$ cat config.mk
export PLATFORM = sky130hd
export DESIGN_NAME = tdm_demux_3ch
export DESIGN_NICKNAME = d
export VERILOG_FILES = /design/src/rtl/tdm_demux_3ch.sv
export SDC_FILE = /design/constraint.sdc
export NUM_CORES = 1
export LEC_CHECK = 0
export BUFFER_PORTS_ARGS = -buffer_cell sky130_fd_sc_hd__buf_2
export CAP_MARGIN = 20
export CORE_ASPECT_RATIO = 1.25
export CORE_UTILIZATION = 56
export DETAILED_ROUTE_END_ITERATION = 7
export GPL_ROUTABILITY_DRIVEN = 1
export PLACE_DENSITY_LB_ADDON = 0.12
export SYNTH_ARGS = -nofsm -noshare
export SYNTH_HDL_FRONTEND = slang
export SYNTH_SLANG_ARGS = --single-unit
$ cat constraint.sdc
create_clock -name clk -period 4.75 [get_ports clk]
set_input_delay 0.95 -clock clk [delete_from_list [all_inputs] [get_ports clk]]
set_output_delay 0.95 -clock clk [all_outputs]
set_load 0.03 [all_outputs]
$ cat src/rtl/tdm_demux_3ch.sv
// rtl/tdm_demux_3ch.sv - three-slot TDM receive demux with per-beat strobe and framed handshake output
// Optional error counter built only when TDM_DEMUX_ERR_CNT_EN is defined.
module tdm_demux_3ch #(
    parameter int W          = 8,
    parameter int STRICT_SOF = 1
) (
    input  logic           clk,
    input  logic           rst_n,
    input  logic           in_valid,
    output logic           in_ready,
    input  logic [W-1:0]   in_data,
    input  logic           in_sof,
    output logic [W-1:0]   ch_data,
    output logic [1:0]     ch_sel,
    output logic           ch_strobe,
    output logic           frame_valid,
    input  logic           frame_ready,
    output logic [3*W-1:0] frame_data,
    output logic           sync_err,
    output logic           locked,
    output logic [7:0]     err_count
);

    typedef enum logic {
        HUNT = 1'b0,
        LOCK = 1'b1
    } state_t;

    state_t         state_q, state_d;
    logic [1:0]     slot_q, slot_d;
    logic [W-1:0]   stg0_q, stg0_d;
    logic [W-1:0]   stg1_q, stg1_d;
    logic [W-1:0]   ch_data_q, ch_data_d;
    logic [1:0]     ch_sel_q, ch_sel_d;
    logic           ch_strobe_q, ch_strobe_d;
    logic           sync_err_q, sync_err_d;
    logic [3*W-1:0] frame_data_q, frame_data_d;
    logic           frame_valid_q, frame_valid_d;
    logic           accept;

    // Only a slot-2 beat can overwrite an untaken frame, so that is the only stall case.
    assign in_ready = !(frame_valid_q && !frame_ready && (slot_q == 2'd2) && (state_q == LOCK));
    assign accept   = in_valid && in_ready;

    always_ff @(posedge clk or negedge rst_n) begin
        if (!rst_n) begin
            state_q       <= HUNT;
            slot_q        <= 2'd0;
            stg0_q        <= '0;
            stg1_q        <= '0;
            ch_data_q     <= '0;
            ch_sel_q      <= 2'd0;
            ch_strobe_q   <= 1'b0;
            sync_err_q    <= 1'b0;
            frame_data_q  <= '0;
            frame_valid_q <= 1'b0;
        end else begin
            state_q       <= state_d;
            slot_q        <= slot_d;
            stg0_q        <= stg0_d;
            stg1_q        <= stg1_d;
            ch_data_q     <= ch_data_d;
            ch_sel_q      <= ch_sel_d;
            ch_strobe_q   <= ch_strobe_d;
            sync_err_q    <= sync_err_d;
            frame_data_q  <= frame_data_d;
            frame_valid_q <= frame_valid_d;
        end
    end

    always_comb begin
        state_d       = state_q;
        slot_d        = slot_q;
        stg0_d        = stg0_q;
        stg1_d        = stg1_q;
        ch_data_d     = ch_data_q;
        ch_sel_d      = ch_sel_q;
        ch_strobe_d   = 1'b0;
        sync_err_d    = 1'b0;
        frame_data_d  = frame_data_q;
        frame_valid_d = frame_valid_q && !frame_ready;

        if (accept) begin
            case (state_q)
                HUNT: begin
                    if (in_sof) begin
                        stg0_d      = in_data;
                        ch_data_d   = in_data;
                        ch_sel_d    = 2'd0;
                        ch_strobe_d = 1'b1;
                        state_d     = LOCK;
                        slot_d      = 2'd1;
                    end
                end
                LOCK: begin
                    if (in_sof && (slot_q != 2'd0)) begin
                        // Resync: the partial frame is abandoned and this beat restarts slot 0.
                        sync_err_d  = 1'b1;
                        stg0_d      = in_data;
                        ch_data_d   = in_data;
                        ch_sel_d    = 2'd0;
                        ch_strobe_d = 1'b1;
                        slot_d      = 2'd1;
                    end else if (!in_sof && (slot_q == 2'd0) && (STRICT_SOF != 0)) begin
                        sync_err_d = 1'b1;
                        state_d    = HUNT;
                        slot_d     = 2'd0;
                    end else begin
                        ch_data_d   = in_data;
                        ch_sel_d    = slot_q;
                        ch_strobe_d = 1'b1;
                        case (slot_q)
                            2'd0: begin
                                stg0_d = in_data;
                                slot_d = 2'd1;
                            end
                            2'd1: begin
                                stg1_d = in_data;
                                slot_d = 2'd2;
                            end
                            default: begin
                                frame_data_d  = {in_data, stg1_q, stg0_q};
                                frame_valid_d = 1'b1;
                                slot_d        = 2'd0;
                            end
                        endcase
                    end
                end
                default: begin
                    state_d = HUNT;
                    slot_d  = 2'd0;
                end
            endcase
        end
    end

    assign ch_data     = ch_data_q;
    assign ch_sel      = ch_sel_q;
    assign ch_strobe   = ch_strobe_q;
    assign sync_err    = sync_err_q;
    assign frame_data  = frame_data_q;
    assign frame_valid = frame_valid_q;
    assign locked      = (state_q == LOCK);

`ifdef TDM_DEMUX_ERR_CNT_EN
    logic [7:0] err_cnt_q;

    // Counts in step with the sync_err pulse and sticks at full scale.
    always_ff @(posedge clk or negedge rst_n) begin
        if (!rst_n) begin
            err_cnt_q <= 8'd0;
        end else if (sync_err_d && (err_cnt_q != 8'hFF)) begin
            err_cnt_q <= err_cnt_q + 8'd1;
        end
    end

    assign err_count = err_cnt_q;
`else
    assign err_count = 8'd0;
`endif

endmodule

; After elaboration in Yosys (flattened, before gate mapping)
; Cells that the tools add are included.
[word_totals]
register_bits = 56
romBits = 0
wordCells = 67
memories = 0
latch_bits = 0
ram_bits = 0
[classes]
eq_ne = 5
n_bitwise = 4
n_addsub = 0
n_mul = 0
n_reduce_logical = 17
n_shift = 0
magnitude_cmp = 0
div_mod_pow = 0
n_mux = 31
[ops]
columns = op, count
row1 = two-way mux 8 bit, 6
row2 = case mux 8 bit (2 select lines), 2
row3 = two-way mux 1 bit, 13
row4 = two-way mux 2 bit, 6
row5 = case mux 2 bit (2 select lines), 3
row6 = AND reduction 5 bit, 2
row7 = logical AND 1 bit, 6
row8 = NOT 1 bit, 4
row9 = AND reduction 4 bit, 1
row10 = zero test 1 bit, 3
row11 = "inequality test 3 x 1 -> 1 bit, second input constant", 1
row12 = "inequality test 3 bit, second input constant", 1
row13 = AND reduction 3 bit, 1
row14 = "equality test 2 x 1 -> 1 bit, second input constant", 1
row15 = "equality test 2 bit, second input constant", 1
row16 = zero test 2 bit, 1
row17 = "inequality test 2 bit, second input constant", 1
row18 = case mux 1 bit (2 select lines), 1
row19 = AND reduction 2 bit, 1
row20 = nonzero test 2 bit, 1
row21 = OR reduction 2 bit, 1

; Logic depth before layout (Yosys ltp)
; Gate-level depths: netlist of the first run.
[logic_depth]
depth_word = 7
depth_mapped = 9
ltp_nobuf = 6

; Worst setup path before layout of the first run
; OpenSTA, ideal clock, no wires.
[synth_timing]
path_kind = input-to-output
start = input frame_ready
end = output in_ready
t_arrival_ns = 1.522
setup_slack_ns = 2.278
cell_stages = 2
cell_sequence = nand4b_2 -> nand2b_1
[synth_between]
elab_chain_len = 5
[synth_rtl]
columns = element, line_no
row1 = start: declaration, 17  ; input logic frame_ready,
row2 = zero test 1 bit, 42  ; assign in_ready = !(frame_valid_q && !frame_ready && (slot_q == 2'd2) && (state_q == LOCK));
row3 = logical AND 1 bit (3 in a row), 42
row4 = zero test 1 bit, 42
row5 = end: declaration, 10  ; output logic in_ready,
; No other way between the ends.

; Worst setup path after layout of the first run
; Same ends and word-level chain as after synthesis.

==> out/qor.yml, run 1 <==
run_status:
  outcome: "finished clean"
critical_path:
  critPathMaxStageDelay_ps: 270
  endpoint: "in_ready"
  crit_path_start: "frame_ready"
  cp_slowest_cell: "nand4b_2"
  cp_max_fo: 5
  path_depth: 4
  rr_startpoint: "slot_q[0]$_DFFE_PN0P_"
  cp_data_arrival_time_ps: 1750
  crit_chain: "buf_2 > nand4b_2 > nand2b_1 > buf_2"
  crit_buf_inv: 2
  cp_top_family: "simple AND/OR/NAND/NOR gates"
  required_ps: 3800
  cpMostUsedCell: "buf_2"
  r2r_slack_ps: 2280
  critical_path_class: "in2out"
  crit_path_start_kind: "input port"
  reg2regPathDepth: 7
  rr_endpoint: "frame_data[4]$_DFFE_PN0P_"
  end_kind: "output pin"
pwr:
  power.switching_mw: 0.7343
  seqPwrFrac_pct: 41.9
  pwr-share-clk_pct: 14.2
  total_leakage_power_nw: 1.372
  sw_frac_of_total_pct: 39.28
  pwr-share-comb_pct: 43.9
  vdd_drop_max_v: 0.0003934
  internal_power_mw: 1.135
  p_per_area_mw_per_mm2: 682.2
worst_hold_path:
  hp-class: "reg2reg"
  whs_path_depth: 1
die:
  rows: 26
  fp.coreArea_mm2: 0.004099
  die_area_mm2: 0.004539
  die_w_um: 60.46
  io_pins: 60
  die_height_um: 75.08
  initial_core_util_pct: 58.36
place:
  place.port_buffers: 51
  placedCellCount: 255
  place.gp.congestion: 0.8306
  detailed_place_hpwl_um: 2863
sta:
  min_period_over_period_pct: 56.83
  setup_viol: 0
  maxSlewViolCount: 0
  worst_slew_pin_slew_ps: 675.2
  slew_headroom_pct: 54.99
  finalSetupTns_ps: 0
  rsz0062_at_grt: "false"
  hold_viol: 0
  fin_crit_ps: 2699
  finalClockSkew_ps: 6.674
  max_freq_ghz: 0.3705
cts:
  post_cts_buffers: 0
  clock-root-buffer: "clkbuf_8"
  clkTransAtPathRegs_ps: 90
  cts-resized-gates: 0
  clockBufferDepth: 2
  clk_latency_ps: 300
  clock-sinks: 56
  htree_levels: 2
  cts_hold_buf: 0
  numCtsBuffers: 5
  tritoncts: "built"
global_routing:
  grt_pass1_vias: 1323
  grt_max_degree: 57
  grt_overflow_total: 0
  antenna_found_initial: 0
  grt.total_usage_pct: 20.47
  grt_pass1_wl_um: 6610
synthesis:
  synth.area.top_cells: "dfrtp_1 59%, mux2_4 17%, mux2_2 9.9%, buf_4 2.8%, buf_6 1.9%"
  post-synth-top-area-fraction_pct: 58.58
  synth_cells: 152
  synth_top_cell_by_area: "dfrtp_1"
  synth.distinct_cells: 29
  synth_seq_cells: 56
  ys_seq_area_share_pct: 58.58
  syn_area_mm2: 0.002392
  syn-mean-instance-area_um2: 15.74
  synth_warnings: 0
routing:
  ant_nets: 0
  wirelength_um: 4184
  vias: 1349
  viasPerCell: 5.129
  wl_per_cell_um: 15.91
  drc: 0
  drtIter0Drc: 67
  drt-pass1-iter-count: 4
job:
  maxCapViolCount: 0
cells_and_area:
  mostFrequentLayoutCell: "dfrtp_1"
  nets: 221
  nFillCells: 327
  drive_gt1_share_pct: 54.11
  multi_input_area_um2: 882.1
  seq_area_mm2: 0.001401
  post_layout_nonfiller_instances: 263
  antenna-diode-count: 0
  final_cell_mix: "56 x dfrtp_1, 51 x buf_2, 27 x mux2_4"
  syn2layout_area_growth_pct: 14.54
  utilization_pct: 66.85
layout make-up:
type | count | area share (%)
Sequential cell | 56 | 51.14
Tap cell | 56 | 2.557
Inverter | 6 | 0.8219
Clock buffer | 7 | 3.151
Multi-Input combinational cell | 84 | 32.19
Timing Repair Buffer | 53 | 9.863
Clock inverter | 1 | 0.2740
state kept, by name, indices dropped and copies added (netlist names):
name	count
slot_q	2
frame_data	24
locked	1
frame_valid	1
stg0_q	8
ch_strobe	1
ch_sel	2
stg1_q	8
ch_data	8
sync_err	1
stage by stage:
| step | cell area [µm²] | hold WS [ps] | setup WS, ps | total power [mW] |
|---|---|---|---|---|
| after floorplan | 2419 | 473.6 | 2278 | 1.402 |
| after global placement | 2646 | 455.7 | 2007 | 1.589 |
| after detailed placement | 2646 | 461.8 | 1922 | 1.617 |
| after CTS | 2740 | 482.6 | 2065 | 1.885 |
| after global routing | 2740 | 506.6 | 1988 | 1.969 |
| final | 2740 | 481.6 | 2051 | 1.869 |
synthesized netlist by cell type (all sizes together):
cell and number:
a21boi 1, a21o 1, a22o 1, a31oi 1, a32o 1, and2 1, buf 13, conb 1
dfrtp 56, ha 2, inv 6, mux2 48, nand2 5, nand2b 1, nand3b 1, nand4b 1
nor2 1, nor3 1, nor3b 1, nor4 1, o211a 1, o211ai 2, o21a 1, o21ai 2
o31a 1, or4 1
logic make-up after synthesis:
family | count (synthesis) | synth area share [%]
DFF | 56 | 58.58
muxes | 48 | 26.83
buffers and inverters | 19 | 5.648
and+or+nand+nor | 14 | 3.505
AOI/OAI and AO/OA | 12 | 4.237
adders and majority gates | 2 | 1.046
other | 1 | 0.1568
power groups by stage:
| stage | Sequential (mW) | Clock, mW | Combinational (mW) |
|---|---|---|---|
| floorplan | 1.05 | 0 | 0.354 |
| global placement | 0.781 | 0 | 0.808 |
| detailed placement | 0.792 | 0 | 0.825 |
| CTS | 0.785 | 0.271 | 0.830 |
| global route | 0.808 | 0.290 | 0.871 |
| finish | 0.784 | 0.265 | 0.820 |
worst reg2reg max path, delay by kind of cell (launching register included):
family / cells / cell delay [ps]
AND/OR/NAND/NOR: 2 / 600
AO/OA/AOI/OAI: 1 / 210
buffers and inverters: 2 / 450
adder cells (fa/ha/maj): 1 / 210
flip-flops: 1 / 500
multiplexers: 1 / 410
how the worst min path moves through the flow:
stage | from | endpoint | slack, ps
finish | ch_sel[1]$_DFFE_PN0P_ | ch_sel[1]$_DFFE_PN0P_ | 480
global route | ch_sel[1]$_DFFE_PN0P_ | ch_sel[1]$_DFFE_PN0P_ | 510
CTS | ch_sel[1]$_DFFE_PN0P_ | ch_sel[1]$_DFFE_PN0P_ | 480
detailed placement | ch_sel[1]$_DFFE_PN0P_ | ch_sel[1]$_DFFE_PN0P_ | 460
global placement | ch_sel[1]$_DFFE_PN0P_ | ch_sel[1]$_DFFE_PN0P_ | 460
floorplan | stg0_q[0]$_DFFE_PN0P_ | frame_data[0]$_DFFE_PN0P_ | 470
layer usage:
metal	wire (µm)	GRT usage (%)	vias up	share of wire, %
met5	0	0	-	0
met3	186	5.670	7	4.4
met1	1872	26.73	683	45
met4	65	8.081	0	1.6
li1	-	-	617	-
met2	2060	32.36	42	49
(Power assumes the default switching activity.)
==> run 2: changes to the inputs <==
--- a/config.mk
+++ b/config.mk
@@ -5,10 +5,11 @@
 export SDC_FILE = /design/constraint.sdc
 export NUM_CORES = 1
 export LEC_CHECK = 0
+export ABC_AREA = 1
 export BUFFER_PORTS_ARGS = -buffer_cell sky130_fd_sc_hd__buf_2
 export CAP_MARGIN = 20
 export CORE_ASPECT_RATIO = 1.25
-export CORE_UTILIZATION = 56
+export CORE_UTILIZATION = 53
 export DETAILED_ROUTE_END_ITERATION = 7
 export GPL_ROUTABILITY_DRIVEN = 1
 export PLACE_DENSITY_LB_ADDON = 0.12
==> constraint.sdc (replaced) <==
create_clock -name clk -period 2.83 [get_ports clk]
set_input_delay 0.566 -clock clk [delete_from_list [all_inputs] [get_ports clk]]
set_output_delay 0.566 -clock clk [all_outputs]
set_load 0.03 [all_outputs]
==> run 2 against run 1 <==
Net effect:
- synthesized cell count grew 73%
- highest routed layer unchanged
- setup slack lost 1200 ps
- critical path depth grew 6
- critical endpoint is now frame_data[19]$_DFFE_PN0P_
- wire length grew 8.2%
- via count grew 35%
- sequential share of layout area shrank 2.0 points
- sequential power grew 48%
- clock skew is essentially flat
- first-iteration DRC count grew 30%
==> out/qor.yml, run 2 <==
run_status:
  outcome: "finished clean"
cells_and_area:
  mostFrequentLayoutCell: "nand2_1"
  multi_input_area_um2: 893.4  # +1.3%
  final_cell_mix: "85 x nand2_1, 56 x dfrtp_1, 51 x buf_2"
  antenna-diode-count: 0  # unchanged
  seq_area_mm2: 0.001401  # unchanged
  post_layout_nonfiller_instances: 371  # +41%
  drive_gt1_share_pct: 32.91  # -21 points
  utilization_pct: 62.96  # -3.9 points
  nets: 328  # +48%
  largest_reg_flops: 24  # unchanged
  syn2layout_area_growth_pct: 11.56
  nFillCells: 428  # +31%
critical_path:
  cp_max_fo: 50  # +45
  reg2regPathDepth: 10  # +3
  cp_data_arrival_time_ps: 2160  # +410 ps
  end_kind: "register"
  required_ps: 3000  # -800 ps
  crit_path_start_kind: "register"
  critical_path_class: "reg2reg"
pwr:
  sw_frac_of_total_pct: 40.67  # +1.4 points
  pwr-share-clk_pct: 16.0  # +1.8 points
  vdd_drop_max_v: 0.0003463  # -12%
  power.switching_mw: 1.017  # +39%
  pwr-share-comb_pct: 37.7  # -6.2 points
  p_per_area_mw_per_mm2: 877.6  # +29%
  total_leakage_power_nw: 1.587  # +16%
  internal_power_mw: 1.484  # +31%
  p_total_mw: 2.501  # +34%
  seqPwrFrac_pct: 46.4  # +4.5 points
sta:
  finalClockSkew_ps: 6.319  # -0.3547 ps
  min_period_over_period_pct: 70.16
  rsz0062_at_grt: "false"
  worst_slew_pin_slew_ps: 597.3  # -77.93 ps
  max_freq_ghz: 0.5036
  maxSlewViolCount: 0  # unchanged
  fin_crit_ps: 1986
  setup_viol: 0  # unchanged
  hold_viol: 0  # unchanged
  slew_headroom_pct: 60.18  # +5.2 points
  finalSetupTns_ps: 0  # unchanged
job:
  maxCapViolCount: 0  # unchanged
global_routing:
  grt_pass1_wl_um: 7900  # +20%
  grt.total_usage_pct: 20.14  # -0.33 points
  antenna_found_initial: 0  # unchanged
  grt_overflow_total: 0  # unchanged
  grt_pass1_vias: 1664  # +26%
  grt_max_degree: 51  # -11%
routing:
  wl_per_cell_um: 12.20  # -23%
  ant_nets: 0  # unchanged
  drt-pass1-iter-count: 4  # unchanged
  drtIter0Drc: 87  # +30%
  viasPerCell: 4.916  # -4.1%
  routed.top_layer: "met4"
  dr_wl_met2_um: 2286  # +11%
  vias: 1824  # +35%
  drc: 0  # unchanged
  dr_wl_met3_um: 233  # +25%
  met1Wirelength_um: 1954  # +4.4%
  wirelength_um: 4526  # +8.2%
synthesis:
  synth_warnings: 0  # unchanged
  synth_common_cells: "85 x nand2_1, 56 x dfrtp_1, 33 x inv_1, 33 x o21ai_2, 11 x nand4_1"
  synth.distinct_cells: 21  # -28%
  yosys.cell_count.top_type: "nand2_1"
  ys_seq_area_share_pct: 54.85  # -3.7 points
  synth_seq_cells: 56  # unchanged
  syn-mean-instance-area_um2: 9.715  # -38%
  synth.area.top_cells: "dfrtp_1 55%, nand2_1 12%, o21ai_2 11%, inv_1 4.8%, nand4_1 2.7%"
  async_reset_ff_share_pct: 100.0  # unchanged
  ys_dominant_reg_cell: "dfrtp_1"
  post-synth-top-area-fraction_pct: 54.85  # -3.7 points
  syn_area_mm2: 0.002555  # +6.8%
  synth_top_cell_by_area: "dfrtp_1"
  synth_cells: 263  # +73%
  synth_edf_count: 0  # unchanged
worst_hold_path:
  hp-class: "in2async"
cts:
  clkTransAtPathRegs_ps: 90  # about the same
  cts_hold_buf: 0  # unchanged
  numCtsBuffers: 5  # unchanged
  clock-sinks: 56  # unchanged
  clock-root-buffer: "clkbuf_8"
  clk_latency_ps: 300  # about the same
  htree_levels: 2  # unchanged
  cts-resized-gates: 0  # unchanged
  clockBufferDepth: 2  # unchanged
  post_cts_buffers: 0  # unchanged
  tritoncts: "built"
die:
  die_height_um: 79.63  # +6.1%
  initial_core_util_pct: 56.44  # -1.9 points
  die_area_mm2: 0.005104  # +12%
  rows: 27  # +3.8%
  io_pins: 60  # unchanged
  fp.coreArea_mm2: 0.004527  # +10%
  die_w_um: 64.10  # +6.0%
place:
  place.port_buffers: 51  # unchanged
  placedCellCount: 364  # +43%
  place.gp.congestion: 0.7947  # -4.3%
  detailed_place_hpwl_um: 3376  # +18%
## run 2: kinds of logic (layout without fill, tap and decap cells)
group	Yosys count	after routing	share of synthesized area, %
DFF	56	56	54.85
adders and majority gates	2	2	0.9793
AOI/OAI and AO/OA	35	35	11.70
other	1	8	0.1468
buffers and inverters	52	95	11.21
and+or+nand+nor	117	117	21.11
## run 2: cell type report
class                      count  area share (%)
clock inverter                 1          0.1756
multi-input combinational    162           31.34
clock buffer                   6           2.546
timing repair buffer          54           9.745
sequential                    56           49.17
inverter                      34           4.478
tap                           58           2.546
## run 2: critical path: stages (launching register included)
cell and delay, ps:
dfrtp_1 480, nor2_1 170, inv_1 80, ha_1 180, inv_1 90, nand2_1 80
nor2_2 160, nand3_4 70, buf_4 320, nand2_1 160, o21ai_2 60
## run 2: path summary, 6_finish.rpt
check | start | endpoint | slack [ps]
max reg2reg | slot_q[0]$_DFFE_PN0P_ | frame_data[19]$_DFFE_PN0P_ | 840
max | slot_q[0]$_DFFE_PN0P_ | frame_data[19]$_DFFE_PN0P_ | 840
min | rst_n | frame_data[4]$_DFFE_PN0P_ | 230
min reg2reg | ch_data[7]$_DFFE_PN0P_ | ch_data[7]$_DFFE_PN0P_ | 480
min in group clk | frame_ready | frame_valid$_DFF_PN0_ | 440
max in group asynchronous | rst_n | ch_data[1]$_DFFE_PN0P_ | 1960
## run 2: routing by layer
layer  vias up  global-route usage [%]
met5         -                       0
met4         0                   6.667
met3         6                   4.286
met2        55                   32.45
met1       860                   27.13
li1        903                       -
## run 2: power groups by stage
stage | sequential [mW] | combinational (mW) | clock [mW]
2_1_floorplan | 1.48 | 0.399 | 0
3_3_place_gp | 1.17 | 0.934 | 0
3_5_place_dp | 1.18 | 0.956 | 0
4_1_cts | 1.16 | 0.957 | 0.416
5_1_grt | 1.19 | 1.04 | 0.444
6_report | 1.16 | 0.942 | 0.399
## run 2: stage by stage
| stage | hold slack (ps) | worst slack (ps) | cell area (µm²) |
|---|---|---|---|
| 4_1_cts | 242.5 | 844.2 | 2850 |
| 5_1_grt | 258.7 | 699.9 | 2850 |
| 2_1_floorplan | 270.4 | 1084 | 2581 |
| 6_report | 233.7 | 844.4 | 2850 |
| 3_5_place_dp | 457.7 | 802.8 | 2773 |
| 3_3_place_gp | 452.2 | 859.2 | 2773 |
==> run 3: changes to the inputs <==
--- a/config.mk
+++ b/config.mk
@@ -5,11 +5,11 @@
 export SDC_FILE = /design/constraint.sdc
 export NUM_CORES = 1
 export LEC_CHECK = 0
-export ABC_AREA = 1
+export ABC_AREA = 0
 export BUFFER_PORTS_ARGS = -buffer_cell sky130_fd_sc_hd__buf_2
 export CAP_MARGIN = 20
 export CORE_ASPECT_RATIO = 1.25
-export CORE_UTILIZATION = 53
+export CORE_UTILIZATION = 47
 export DETAILED_ROUTE_END_ITERATION = 7
 export GPL_ROUTABILITY_DRIVEN = 1
 export PLACE_DENSITY_LB_ADDON = 0.12
==> constraint.sdc (replaced) <==
create_clock -name clk -period 1.8 [get_ports clk]
set_input_delay 0.36 -clock clk [delete_from_list [all_inputs] [get_ports clk]]
set_output_delay 0.36 -clock clk [all_outputs]
set_load 0.03 [all_outputs]
==> run 3 against run 2 <==
Net effect:
- the flow now finishes with violations (setup timing)
- die area increased by 5.4%
- wire length up 6.0%
- first-iteration DRC count fell by 10%
- global-route usage decreased by 0.76 points
- register-to-register slack lost 930 ps
- clock skew increased by 2.5 ps
- via count down 20%
- design area is 7.2% higher
- sequential power grew 78%
- critical path type unchanged
- largest power group is now combinational logic
==> out/qor.yml, run 3 (synthesized netlist as in run 1, its figures left out) <==
run_status:
  outcome: "finished, violations left"
  violations: "setup timing"
critical_path:
  rr_endpoint: "frame_data[2]$_DFFE_PN0P_"
  crit_path_start_kind: "register"
  reg2regPathDepth: 8  # -2
  critical_path_class: "reg2reg"
  rr_startpoint: "slot_q[1]$_DFFE_PN0P_"
  r2r_slack_ps: -90  # -930 ps
  cp_data_arrival_time_ps: 2090  # -70 ps
  required_ps: 2000  # -1000 ps
  cp_max_fo: 7  # -86%
  end_kind: "register"
cells_and_area:
  nets: 241  # -27%
  utilization_pct: 63.63  # +0.67 points
  largest_reg_flops: 24  # unchanged
  stdcell_area_mm2: 0.003054  # +7.2%
  final_cell_mix: "54 x dfrtp_1, 51 x buf_2, 40 x mux2_4"
  antenna-diode-count: 0  # unchanged
  post_layout_nonfiller_instances: 286  # -23%
  mostFrequentLayoutCell: "dfrtp_1"
  syn2layout_area_growth_pct: 27.67
  drive_gt1_share_pct: 61.50  # +29 points
routing:
  routed.top_layer: "met4"
  met1Wirelength_um: 2136  # +9.3%
  drt-pass1-iter-count: 4  # unchanged
  dr_wl_met2_um: 2405  # +5.2%
  wirelength_um: 4796  # +6.0%
  drc: 0  # unchanged
  dr_wl_met3_um: 163  # -30%
  ant_nets: 0  # unchanged
  vias: 1452  # -20%
  wl_per_cell_um: 16.77  # +37%
  viasPerCell: 5.077  # +3.3%
  drtIter0Drc: 78  # -10%
die:
  die_w_um: 65.81  # +2.7%
  fp.coreArea_mm2: 0.004800  # +6.0%
  die_area_mm2: 0.005381  # +5.4%
  io_pins: 60  # unchanged
  die_height_um: 81.77  # +2.7%
  initial_core_util_pct: 49.84  # -6.6 points
  rows: 28  # +3.7%
sta:
  fin_crit_ps: 1887  # -98.79 ps
  finalClockSkew_ps: 8.829  # +2.510 ps
  hold_viol: 0  # unchanged
  maxSlewViolCount: 0  # unchanged
  min_period_over_period_pct: 104.8  # +35 points
  fin_ws_ps: -86.81  # -931.2 ps
  max_freq_ghz: 0.5300  # +5.2%
  rsz0062_at_grt: "true"
  setup_viol: 29  # +29
global_routing:
  grt_overflow_total: 0  # unchanged
  grt.total_usage_pct: 19.39  # -0.76 points
  antenna_found_initial: 0  # unchanged
  grt_pass1_wl_um: 7562  # -4.3%
  grt_pass1_vias: 1464  # -12%
  grt_max_degree: 57  # +12%
pwr:
  sw_frac_of_total_pct: 39.13  # -1.5 points
  seqPwrFrac_pct: 39.7  # -6.7 points
  vdd_drop_max_v: 0.0007862  # +130%
  internal_power_mw: 3.181  # +110%
  power.switching_mw: 2.045  # +100%
  pwr-share-comb_pct: 47.6  # +9.9 points
  p_per_area_mw_per_mm2: 1711  # +95%
  pwr-share-clk_pct: 12.7  # -3.3 points
  total_leakage_power_nw: 1.558  # -1.8%
place:
  place.gp.congestion: 0.8363  # +5.2%
  pre_cts_ws_ps: -139.7  # -942.5 ps
  place.port_buffers: 51  # unchanged
  placedCellCount: 273  # -25%
  dpl-instance-area_mm2: 0.002810  # +1.4%
  detailed_place_hpwl_um: 3122  # -7.5%
cts:
  numCtsBuffers: 5  # unchanged
  tritoncts: "built"
  clock-sinks: 56  # unchanged
  clockBufferDepth: 2  # unchanged
  clk_latency_ps: 310  # about the same
  cts_hold_buf: 0  # unchanged
  htree_levels: 2  # unchanged
  clock-root-buffer: "clkbuf_8"
  clkTransAtPathRegs_ps: 100  # about the same
job:
  maxCapViolCount: 0  # unchanged
worst_hold_path:
  hp-class: "in2async"
run 3: changes by cell type in the layout (fill, tap and decap cells not counted), moves of 3 or more:
cell / delta
buf_12: +3
buf_4: +11
buf_6: +4
inv_1: -29
mux2_2: +8
mux2_4: +40
nand2_1: -80
nand3_1: -3
nand3_4: -3
nand4_1: -11
nor2_1: -8
o21ai_2: -33
run 3: per-stage QoR:
step / total power [mW] / TNS, ps / hold slack (ps)
global placement: 4.325 / -2257 / 373.3
finish: 5.226 / -1947 / 25.96
CTS: 5.239 / -2401 / 41.16
detailed placement: 4.384 / -3429 / 380.2
global route: 5.507 / -4406 / 46.12
floorplan: 3.732 / -1294 / 64.41
run 3: final cells by class:
cell class	instances	area, µm²
clock buffers	5	68.82
fillers	377	1745
inverters	6	22.52
well taps	60	75.07
repair buffers	73	493.0
clock inverters	2	12.51
multi-input cells	84	978.4
flip-flops and latches	56	1404
run 3: timing repair:
action / CTS / global route
cloned: 2 / 0
setup endpoints to repair: 41 / 41
buffers inserted: 6 / 1
pin swaps: 4 / 4
hold endpoints to repair: 0 / 0
resized for setup: 19 / 7
run 3: worst max path at each step:
| stage | slack, ps | to | startpoint | depth (start not counted) |
|---|---|---|---|---|
| 6_report | -90 | frame_data[2]$_DFFE_PN0P_ | slot_q[1]$_DFFE_PN0P_ | 8 |
| 4_1_cts | -100 | frame_data[2]$_DFFE_PN0P_ | slot_q[0]$_DFFE_PN0P_ | 8 |
| 5_1_grt | -160 | frame_data[18]$_DFFE_PN0P_ | slot_q[1]$_DFFE_PN0P_ | 8 |
| 2_1_floorplan | -50 | frame_data[10]$_DFFE_PN0P_ | slot_q[0]$_DFFE_PN0P_ | 9 |
| 3_5_place_dp | -140 | frame_data[4]$_DFFE_PN0P_ | in_sof | 7 |
| 3_3_place_gp | -100 | stg1_q[0]$_DFFE_PN0P_ | in_sof | 7 |
run 3: per-layer routing:
layer | track usage [%] | vias to the layer above
met4 | 6.739 | 0
met5 | 0 | -
li1 | - | 659
met3 | 4.167 | 8
met2 | 30.51 | 36
met1 | 26.44 | 749
run 3: power groups by stage:
stage                     sequential [mW]  combinational [mW]  clock (mW)
after global routing                 2.14                2.63       0.741
after floorplan                      2.77               0.958           0
final                                2.07                2.49       0.663
after detailed placement             2.08                2.31           0
after global placement               2.05                2.27           0
after CTS                            2.06                2.49       0.683
run 3: critical path, stage by stage, from the launching register on:
cell,delay [ps]
dfrtp_2,430
nor2_4,150
inv_2,60
ha_4,170
nor3b_4,180
o211a_1,210
buf_6,150
buf_12,130
mux2_4,300
